`src/rtl/gcn_pkg.sv`:
```
// Shared sizing constants and scan FSM state type for the GCN argmax readout.
package gcn_pkg;

  localparam int unsigned NUM_OF_NODES      = 6;
  localparam int unsigned WEIGHT_COLS       = 3;
  localparam int unsigned DOT_PROD_WIDTH    = 16;
  localparam int unsigned MAX_ADDRESS_WIDTH = 2;

  typedef enum logic [1:0] {
    IDLE = 2'd0,
    READ = 2'd1,
    DONE = 2'd2
  } state_t;

endpackage

```
`src/rtl/argmax_reader_if.sv`:
```
// Memory-side and result bus of argmax_reader; slave = reader, master = environment.
interface argmax_reader_if #(
  parameter int unsigned NUM_OF_NODES      = gcn_pkg::NUM_OF_NODES,
  parameter int unsigned WEIGHT_COLS       = gcn_pkg::WEIGHT_COLS,
  parameter int unsigned DOT_PROD_WIDTH    = gcn_pkg::DOT_PROD_WIDTH,
  parameter int unsigned MAX_ADDRESS_WIDTH = gcn_pkg::MAX_ADDRESS_WIDTH,
  parameter int unsigned COO_BW            = $clog2(NUM_OF_NODES)
) ();

  logic                                             start;
  logic [WEIGHT_COLS-1:0][DOT_PROD_WIDTH-1:0]       adj_fm_wm_row;
  logic [COO_BW-1:0]                                read_row_arg;
  logic [NUM_OF_NODES-1:0][MAX_ADDRESS_WIDTH-1:0]   max_addi_answer;
  logic                                             busy;
  logic                                             done;

  modport slave (
    input  start,
    input  adj_fm_wm_row,
    output read_row_arg,
    output max_addi_answer,
    output busy,
    output done
  );

  modport master (
    output start,
    output adj_fm_wm_row,
    input  read_row_arg,
    input  max_addi_answer,
    input  busy,
    input  done
  );

endinterface

```
`src/rtl/argmax_row.sv`:
```
// Combinational index-of-maximum over one row; lowest column wins ties.
// Build option: ARGMAX_SIGNED_EN selects two's complement comparison (default unsigned).
module argmax_row #(
  parameter int unsigned WEIGHT_COLS       = gcn_pkg::WEIGHT_COLS,
  parameter int unsigned DOT_PROD_WIDTH    = gcn_pkg::DOT_PROD_WIDTH,
  parameter int unsigned MAX_ADDRESS_WIDTH = gcn_pkg::MAX_ADDRESS_WIDTH
) (
  input  logic [WEIGHT_COLS-1:0][DOT_PROD_WIDTH-1:0] i_row,
  output logic [MAX_ADDRESS_WIDTH-1:0]               o_idx
);

  function automatic logic greater(input logic [DOT_PROD_WIDTH-1:0] a,
                                   input logic [DOT_PROD_WIDTH-1:0] b);
`ifdef ARGMAX_SIGNED_EN
    return $signed(a) > $signed(b);
`else
    return a > b;
`endif
  endfunction

  logic [DOT_PROD_WIDTH-1:0] w_best;

  // Strict greater-than keeps the earliest column on equal values.
  always_comb begin
    o_idx  = '0;
    w_best = i_row[0];
    for (int unsigned c = 1; c < WEIGHT_COLS; c++) begin
      if (greater(i_row[c], w_best)) begin
        w_best = i_row[c];
        o_idx  = MAX_ADDRESS_WIDTH'(c);
      end
    end
  end

endmodule

```
`src/rtl/argmax_reader.sv`:
```
// Scans every FM_WM_ADJ row once per start and stores each row's argmax column.
// Build option: ARGMAX_SIGNED_EN (signed element comparison inside argmax_row).
module argmax_reader #(
  parameter int unsigned NUM_OF_NODES      = gcn_pkg::NUM_OF_NODES,
  parameter int unsigned WEIGHT_COLS       = gcn_pkg::WEIGHT_COLS,
  parameter int unsigned DOT_PROD_WIDTH    = gcn_pkg::DOT_PROD_WIDTH,
  parameter int unsigned MAX_ADDRESS_WIDTH = gcn_pkg::MAX_ADDRESS_WIDTH,
  parameter int unsigned COO_BW            = $clog2(NUM_OF_NODES)
) (
  input  logic            clk,
  input  logic            reset,
  argmax_reader_if.slave  bus
);

  import gcn_pkg::*;

  localparam int unsigned LAST_ROW = NUM_OF_NODES - 1;

  // A row must be able to name every one of its columns.
  if (WEIGHT_COLS > (1 << MAX_ADDRESS_WIDTH)) begin : g_bad_cfg
    $error("argmax_reader: WEIGHT_COLS exceeds 2**MAX_ADDRESS_WIDTH");
  end

  state_t                                          r_state;
  logic [COO_BW-1:0]                               r_row_cnt;
  logic                                            r_busy;
  logic                                            r_done;
  logic [NUM_OF_NODES-1:0][MAX_ADDRESS_WIDTH-1:0]  r_answer;
  logic [MAX_ADDRESS_WIDTH-1:0]                    w_row_idx;

  argmax_row #(
    .WEIGHT_COLS       (WEIGHT_COLS),
    .DOT_PROD_WIDTH    (DOT_PROD_WIDTH),
    .MAX_ADDRESS_WIDTH (MAX_ADDRESS_WIDTH)
  ) u_argmax_row (
    .i_row (bus.adj_fm_wm_row),
    .o_idx (w_row_idx)
  );

  // Counter idles at zero outside READ, so it doubles as the row address.
  always_ff @(posedge clk or negedge reset) begin
    if (!reset) begin
      r_state   <= IDLE;
      r_row_cnt <= '0;
      r_busy    <= 1'b0;
      r_done    <= 1'b0;
      r_answer  <= '0;
    end else begin
      case (r_state)
        IDLE: begin
          if (bus.start) begin
            r_state   <= READ;
            r_row_cnt <= '0;
            r_busy    <= 1'b1;
          end
        end
        READ: begin
          r_answer[r_row_cnt] <= w_row_idx;
          if (r_row_cnt == COO_BW'(LAST_ROW)) begin
            r_row_cnt <= '0;
            r_state   <= DONE;
            r_busy    <= 1'b0;
            r_done    <= 1'b1;
          end else begin
            r_row_cnt <= r_row_cnt + COO_BW'(1);
          end
        end
        DONE: begin
          if (!bus.start) begin
            r_state <= IDLE;
            r_done  <= 1'b0;
          end
        end
        default: begin
          r_state   <= IDLE;
          r_row_cnt <= '0;
          r_busy    <= 1'b0;
          r_done    <= 1'b0;
        end
      endcase
    end
  end

  assign bus.read_row_arg    = r_row_cnt;
  assign bus.max_addi_answer = r_answer;
  assign bus.busy            = r_busy;
  assign bus.done            = r_done;

endmodule

```
`src/flat_wrapper.sv`:
```
// flat-port wrapper written by rule: the top's interface ports become plain ports
module argmax_reader_flat import gcn_pkg::*;
#(
  parameter int unsigned NUM_OF_NODES      = gcn_pkg::NUM_OF_NODES,
  parameter int unsigned WEIGHT_COLS       = gcn_pkg::WEIGHT_COLS,
  parameter int unsigned DOT_PROD_WIDTH    = gcn_pkg::DOT_PROD_WIDTH,
  parameter int unsigned MAX_ADDRESS_WIDTH = gcn_pkg::MAX_ADDRESS_WIDTH,
  parameter int unsigned COO_BW            = $clog2(NUM_OF_NODES)
)
  (clk, reset, bus_start, bus_adj_fm_wm_row, bus_read_row_arg, bus_max_addi_answer, bus_busy, bus_done);
  argmax_reader_if #(.NUM_OF_NODES(NUM_OF_NODES), .WEIGHT_COLS(WEIGHT_COLS), .DOT_PROD_WIDTH(DOT_PROD_WIDTH), .MAX_ADDRESS_WIDTH(MAX_ADDRESS_WIDTH), .COO_BW(COO_BW)) bus_i ();
  input  logic clk;
  input  logic reset;
  input wire logic [$bits(bus_i.start)-1:0] bus_start;
  input wire logic [$bits(bus_i.adj_fm_wm_row)-1:0] bus_adj_fm_wm_row;
  output wire logic [$bits(bus_i.read_row_arg)-1:0] bus_read_row_arg;
  output wire logic [$bits(bus_i.max_addi_answer)-1:0] bus_max_addi_answer;
  output wire logic [$bits(bus_i.busy)-1:0] bus_busy;
  output wire logic [$bits(bus_i.done)-1:0] bus_done;
  assign bus_i.start = bus_start;
  assign bus_i.adj_fm_wm_row = bus_adj_fm_wm_row;
  assign bus_read_row_arg = bus_i.read_row_arg;
  assign bus_max_addi_answer = bus_i.max_addi_answer;
  assign bus_busy = bus_i.busy;
  assign bus_done = bus_i.done;
  argmax_reader #(.NUM_OF_NODES(NUM_OF_NODES), .WEIGHT_COLS(WEIGHT_COLS), .DOT_PROD_WIDTH(DOT_PROD_WIDTH), .MAX_ADDRESS_WIDTH(MAX_ADDRESS_WIDTH), .COO_BW(COO_BW)) u_core (.clk(clk), .reset(reset), .bus(bus_i));
endmodule
```
`config.mk`:
```
export PLATFORM = sky130hd
export DESIGN_NAME = argmax_reader_flat
export DESIGN_NICKNAME = d
export VERILOG_FILES = /design/src/rtl/gcn_pkg.sv /design/src/rtl/argmax_reader_if.sv /design/src/rtl/argmax_row.sv /design/src/rtl/argmax_reader.sv /design/src/flat_wrapper.sv
export SDC_FILE = /design/constraint.sdc
export NUM_CORES = 1
export LEC_CHECK = 0
export CORE_MARGIN = 4
export CORE_UTILIZATION = 45
export DETAILED_ROUTE_END_ITERATION = 10
export HOLD_SLACK_MARGIN = 0.03
export PLACE_DENSITY = 0.78
export SYNTH_ARGS = -nofsm -noshare
export SYNTH_HDL_FRONTEND = slang
export SYNTH_SLANG_ARGS = --single-unit
```
`constraint.sdc`:
```
create_clock -name clk -period 1.9 [get_ports clk]
set_input_delay 0.475 -clock clk [delete_from_list [all_inputs] [get_ports clk]]
set_output_delay 0.475 -clock clk [all_outputs]
set_load 0.005 [all_outputs]
```
Word level (Yosys, flattened, before mapping)
Index checks and enable logic that the tools add are counted.
- output and inout bits: 17
- word-level logic and storage cells: 48
- flip-flop bits (word level): 19
- input port bits: 51
- magnitude comparators: 4
- reductions and logical operators: 6
- add/subtract/negate cells: 1
- bitwise gates (word level): 2
- muxes and demuxes: 19
- equal/unequal tests: 6
- operators by type and width (cell ; number):
    $gt 16x16->1 ; 2
    $mux 16 ; 1
    $bwmux 12 ; 1
    $mux 2 ; 5
    $pmux 3 s3 ; 1
    $reduce_and 3->1 ; 3
    $demux 2 s3 ; 1
    $mux 3 ; 2
    $pmux 1 s3 ; 2
    $pmux 2 s3 ; 1
    $mux 1 ; 5
    $lt 3x4->1 const B ; 1
    $ne 2x2->1 const B ; 2
    $add 3x1->3 const B ; 1
    $eq 3x3->1 const B ; 1
    $ge 3x1->1 const B ; 1
    $eq 2x1->1 const B ; 1
    $eq 2x2->1 const B ; 1
    $logic_not 2->1 ; 1
    $ne 2x1->1 const B ; 1
    $not 1->1 ; 2
    $reduce_and 2->1 ; 1
    $logic_and 1x1->1 ; 1

Depth between registers and ports, before layout
- depth in word-level cells: 5
- mapped depth: 15
- gate-level depth less buffers: 13

Cells and area by module
From an unflattened synthesis, not the netlist that was laid out.
- cells, all modules: 250
- area total of the unflattened synthesis: 2195.9 um2
- by module, submodules not included (module ; times used ; area an instance (um2) ; seq. area each (um2) ; cells an instance):
    argmax_row ; 1 ; 1357.6 ; 0.0 ; 190
    argmax_reader ; 1 ; 838.3 ; 475.5 ; 60

Worst setup path after synthesis
Ideal clock, no wire load.
- kind: input to register
- start point: in bus_adj_fm_wm_row[14]
- end point: reg u_core.r_answer, in the netlist u_core.bus.max_addi_answer[11]
- slack: -1.768 ns
- library setup time: 0.125 ns
- path buffers: 2
- data required time: 1.775 ns
- arrival time: 3.543 ns
- stages: 15
- cell sequence: inv_1 -> ha_1 -> a21oi_1 -> nand2_1 -> a221o_1 -> o31ai_4 -> buf_6 -> mux2i_1 -> ha_1 -> a21oi_1 -> o21ai_0 -> a221o_1 -> o31a_1 -> buf_6 -> mux2_2
- cells in the longest elaborated chain, start to end: 5
- ends and longest elaborated chain (element ; RTL line ; source):
    from (decl) ; flat_wrapper.sv:15 ; input wire logic [$bits(bus_i.adj_fm_wm_row)-1:0] bus_adj_fm_wm_row;
    $gt 16x16->1 ; argmax_row.sv:17 ; return a > b;
    $mux 16 * ; argmax_row.sv:28 ; if (greater(i_row[c], w_best)) begin
    $gt 16x16->1 * ; argmax_row.sv:17 ;
    $mux 2 * ; argmax_row.sv:28 ;
    $bwmux 12 * ; argmax_reader.sv:58 ; r_answer[r_row_cnt] <= w_row_idx;
    to (signal, indexed assignment) ; argmax_reader.sv:58 ;
    to (decl) ; argmax_reader.sv:28 ; logic [NUM_OF_NODES-1:0][MAX_ADDRESS_WIDTH-1:0] r_answer;
Mark *: on every way between the ends. The rest lies on a longest branch, timed or not.
A chain may end at the register's enable or synchronous reset.

Worst setup path after layout
- start point: in bus_adj_fm_wm_row[25]
- end point: reg u_core.r_answer, in the netlist u_core.bus.max_addi_answer[9]
The elaborated chain is that of the path after synthesis.

==> results.py <==
metrics = {
    "status": {
        "status": "finished with violations",
        "violations": "negative setup slack",
    },
    "logic_synthesis": {
        "synth-seq-cells": 19,
        "syn_inst": 189,
        "yosysSeqAreaShare": 0.264,
        "synth_area_leaders": "dfrtp_1, ha_1, mux2i_1, mux2_2, inv_1",
        "synth_fp_nets": 272,
        "synth_top_area_share": 0.264,
        "syn-cell-area_um2": 1800,
        "ys_warn_count": 0,
        "synth-async-reset-ratio": 1.00,
        "synth.avg_cell_area_um2": 9.55,
        "yosysTopAreaCell": "dfrtp_1",
        "ys.flop_type": "dfrtp_1",
        "synth_edf_count": 0,
        "yosysUniqueCellTypes": 38,
    },
    "place": {
        "dp_slack_ps": -2440,
        "place_congestion": 0.921,
        "dp_hpwl_mm": 3.86,
        "portBuffers": 67,
        "placed_area_um2": 2740,
    },
    "power_and_ir_drop": {
        "seqPwrFrac": 0.296,
        "peakVddDrop_uv": 475,
        "power_switching_w": 0.000925,
        "p_int_w": 0.00162,
        "p_leak_nw": 1.39,
        "switching_share": 0.363,
        "clockPowerShare": 0.109,
        "combPwrFrac": 0.595,
        "power_w": 0.00255,
        "cellPowerDensity_nw_per_um2": 819,
    },
    "min_path": {
        "holdPathEnd": "u_core.bus.max_addi_answer[6]",
        "min_path_cells": 2,
        "hold_start": "u_core.bus.max_addi_answer[6]",
        "hp-class": "reg2reg",
    },
    "job": {
        "maxCapViolCount": 0,
    },
    "worst_setup_path": {
        "reg2reg_slack_ps": 200,
        "ff2ff_path_depth": 3,
        "critPathRequiredTime_ps": 2040,
        "r2r-end": "u_core.bus.max_addi_answer[9]",
        "path_class": "in2reg",
        "crit_fanout": 6,
        "r2r_start": "u_core.r_state[1]",
        "startpoint_type": "input pin",
        "startpoint": "bus_adj_fm_wm_row[25]",
        "cp_data_arrival_time_ps": 3690,
        "cp-end-kind": "register",
    },
    "cells_and_area": {
        "final_cell_mix": "clkdlybuf4s50_1, buf_4, dfrtp_1",
        "drive_above_1_share": 0.433,
        "final_common_cell": "clkdlybuf4s50_1",
        "final_area_um2": 3110,
        "syn2layout_area_growth_pct": 72.3,
        "fillers": 224,
        "insertedDiodeCount": 0,
        "layout.nets": 366,
        "fin_util": 0.824,
    },
    "clock_network": {
        "clkTransAtPathRegs_ps": 70,
        "cts_made_buffers": 3,
        "root_buffer": "clkbuf_8",
        "insertion_delay_ps": 250,
        "htreeDepth": 1,
        "cts_sinks": 19,
        "holdBufCountCts": 0,
        "cts_tree": "yes",
        "clock_path_buffers": 2,
    },
    "die": {
        "die_x_um": 71.3,
        "dieHeight_um": 71.3,
        "io_pins": 68,
        "coreArea_um2": 3770,
        "num_rows": 22,
        "initial_utilization": 0.478,
        "die-area_um2": 5090,
    },
    "sta": {
        "period_share": 1.87,
        "finalClockSkew_ps": 1.51,
        "tightest_slew_ps": 293,
        "max-slew-margin-rel": 0.805,
        "setup_viol": 12,
        "max_freq_mhz": 281,
        "drv_slew": 0,
        "period_needed_ps": 3550,
        "rsz0062_at_grt": "true",
        "finalHoldViolCount": 0,
        "fin_ws_ps": -1650,
        "whs_ps": 513,
    },
    "global_route": {
        "grt.overflow.total": 0,
        "grt_max_degree": 20,
        "grt_pass1_wl_mm": 8.34,
        "grt_usage": 0.200,
        "antenna_found_initial": 0,
        "grt_pass1_vias": 1826,
    },
    "drt": {
        "vias": 1788,
        "avgViaCountPerCell": 5.42,
        "wl_mm": 5.39,
        "first_pass_iters": 4,
        "drtIter0Drc": 91,
        "wl_per_cell_um": 16.3,
        "drc": 0,
        "ant_nets": 0,
    },
}
critical path: stages:
cell and delay (ps):
buf_8 100, ha_4 260, nand4_1 210, nor4_4 290, a21boi_2 230, buf_4 140
o31ai_4 70, buf_6 150, mux2i_2 140, ha_1 310, nand4_1 220, nor2_1 90
a221o_1 320, o31a_1 280, buf_6 150, mux2_4 260
logic make-up (layout without fill, tap and decap cells):
logic type | after synthesis | in the layout | synth area share
flops | 19 | 19 | 0.264
simple gates | 51 | 51 | 0.150
buf+inv | 24 | 117 | 0.0631
compound gates | 40 | 40 | 0.168
fa+ha+maj | 32 | 32 | 0.222
mux | 23 | 23 | 0.133
layer usage:
| layer | vias up | wire length, um | track usage |
|---|---|---|---|
| li1 | 875 | - | - |
| met2 | 66 | 2870 | 0.371 |
| met5 | - | 0 | 0 |
| met3 | 8 | 272 | 0.0210 |
| met4 | 0 | 68 | 0.0585 |
| met1 | 839 | 2180 | 0.242 |
worst max path at each step:
stage | end | depth (start not counted) | slack, ps
final | u_core.bus.max_addi_answer[9] | 16 | -1650
after global routing | u_core.bus.max_addi_answer[9] | 16 | -1760
after CTS | u_core.bus.max_addi_answer[7] | 17 | -1660
after detailed placement | u_core.bus.max_addi_answer[7] | 17 | -2440
after global placement | u_core.bus.max_addi_answer[11] | 16 | -2340
after floorplan | u_core.bus.max_addi_answer[11] | 15 | -1510
synth_stat cells, types with 2 or more instances:
| cell | n |
|---|---|
| mux2_2 | 8 |
| a21o_1 | 2 |
| dfrtp_1 | 19 |
| o31ai_4 | 2 |
| o31ai_1 | 2 |
| a21oi_1 | 13 |
| nand2b_1 | 3 |
| nor2_1 | 6 |
| nand4_1 | 5 |
| ha_1 | 32 |
| buf_6 | 3 |
| mux2i_1 | 15 |
| inv_1 | 19 |
| nor2b_1 | 4 |
| o31a_1 | 2 |
| nand3_1 | 4 |
| o21ai_0 | 8 |
| nand2_1 | 19 |
| a221o_1 | 2 |
| o31ai_2 | 3 |
layout make-up:
class	instances	area, um^2	area share
multi-input cells	146	1560	0.503
repair buffers	94	877	0.282
flip-flops and latches	19	475	0.153
inverters	19	88.8	0.0286
well taps	48	60.1	0.0193
clock buffers	4	45.0	0.0145
stage by stage:
| step | TNS, ps | std cells |
|---|---|---|
| floorplan | -17190 | 189 |
| global placement | -27470 | 317 |
| detailed placement | -29110 | 317 |
| CTS | -19540 | 330 |
| global route | -20660 | 330 |
| finish | -19210 | 330 |
sequential cells by signal, indices dropped and copies added, names as in the netlist:
register	flops
u_core.bus.max_addi_answer	12
u_core.bus.read_row_arg	3
u_core.r_state	2
u_core.bus.busy	1
u_core.bus.done	1
what timing repair did:
action | 4_1_cts | 5_1_grt
cloned | 1 | 0
buffers inserted | 8 | 2
pin swaps | 39 | 31
endpoints found under the setup margin | 12 | 12
gates resized for setup | 162 | 32
hold endpoints to repair | 0 | 0
power by group through the flow:
stage	clock (W)	combinational (W)	sequential (W)
6_report	0.000278	0.00151	0.000754
4_1_cts	0.000284	0.00146	0.000749
3_3_place_gp	0	0.00125	0.000746
2_1_floorplan	0	0.000667	0.000709
5_1_grt	0.000298	0.00163	0.000781
3_5_place_dp	0	0.00129	0.000753
Power figures use the tool's default switching activity.
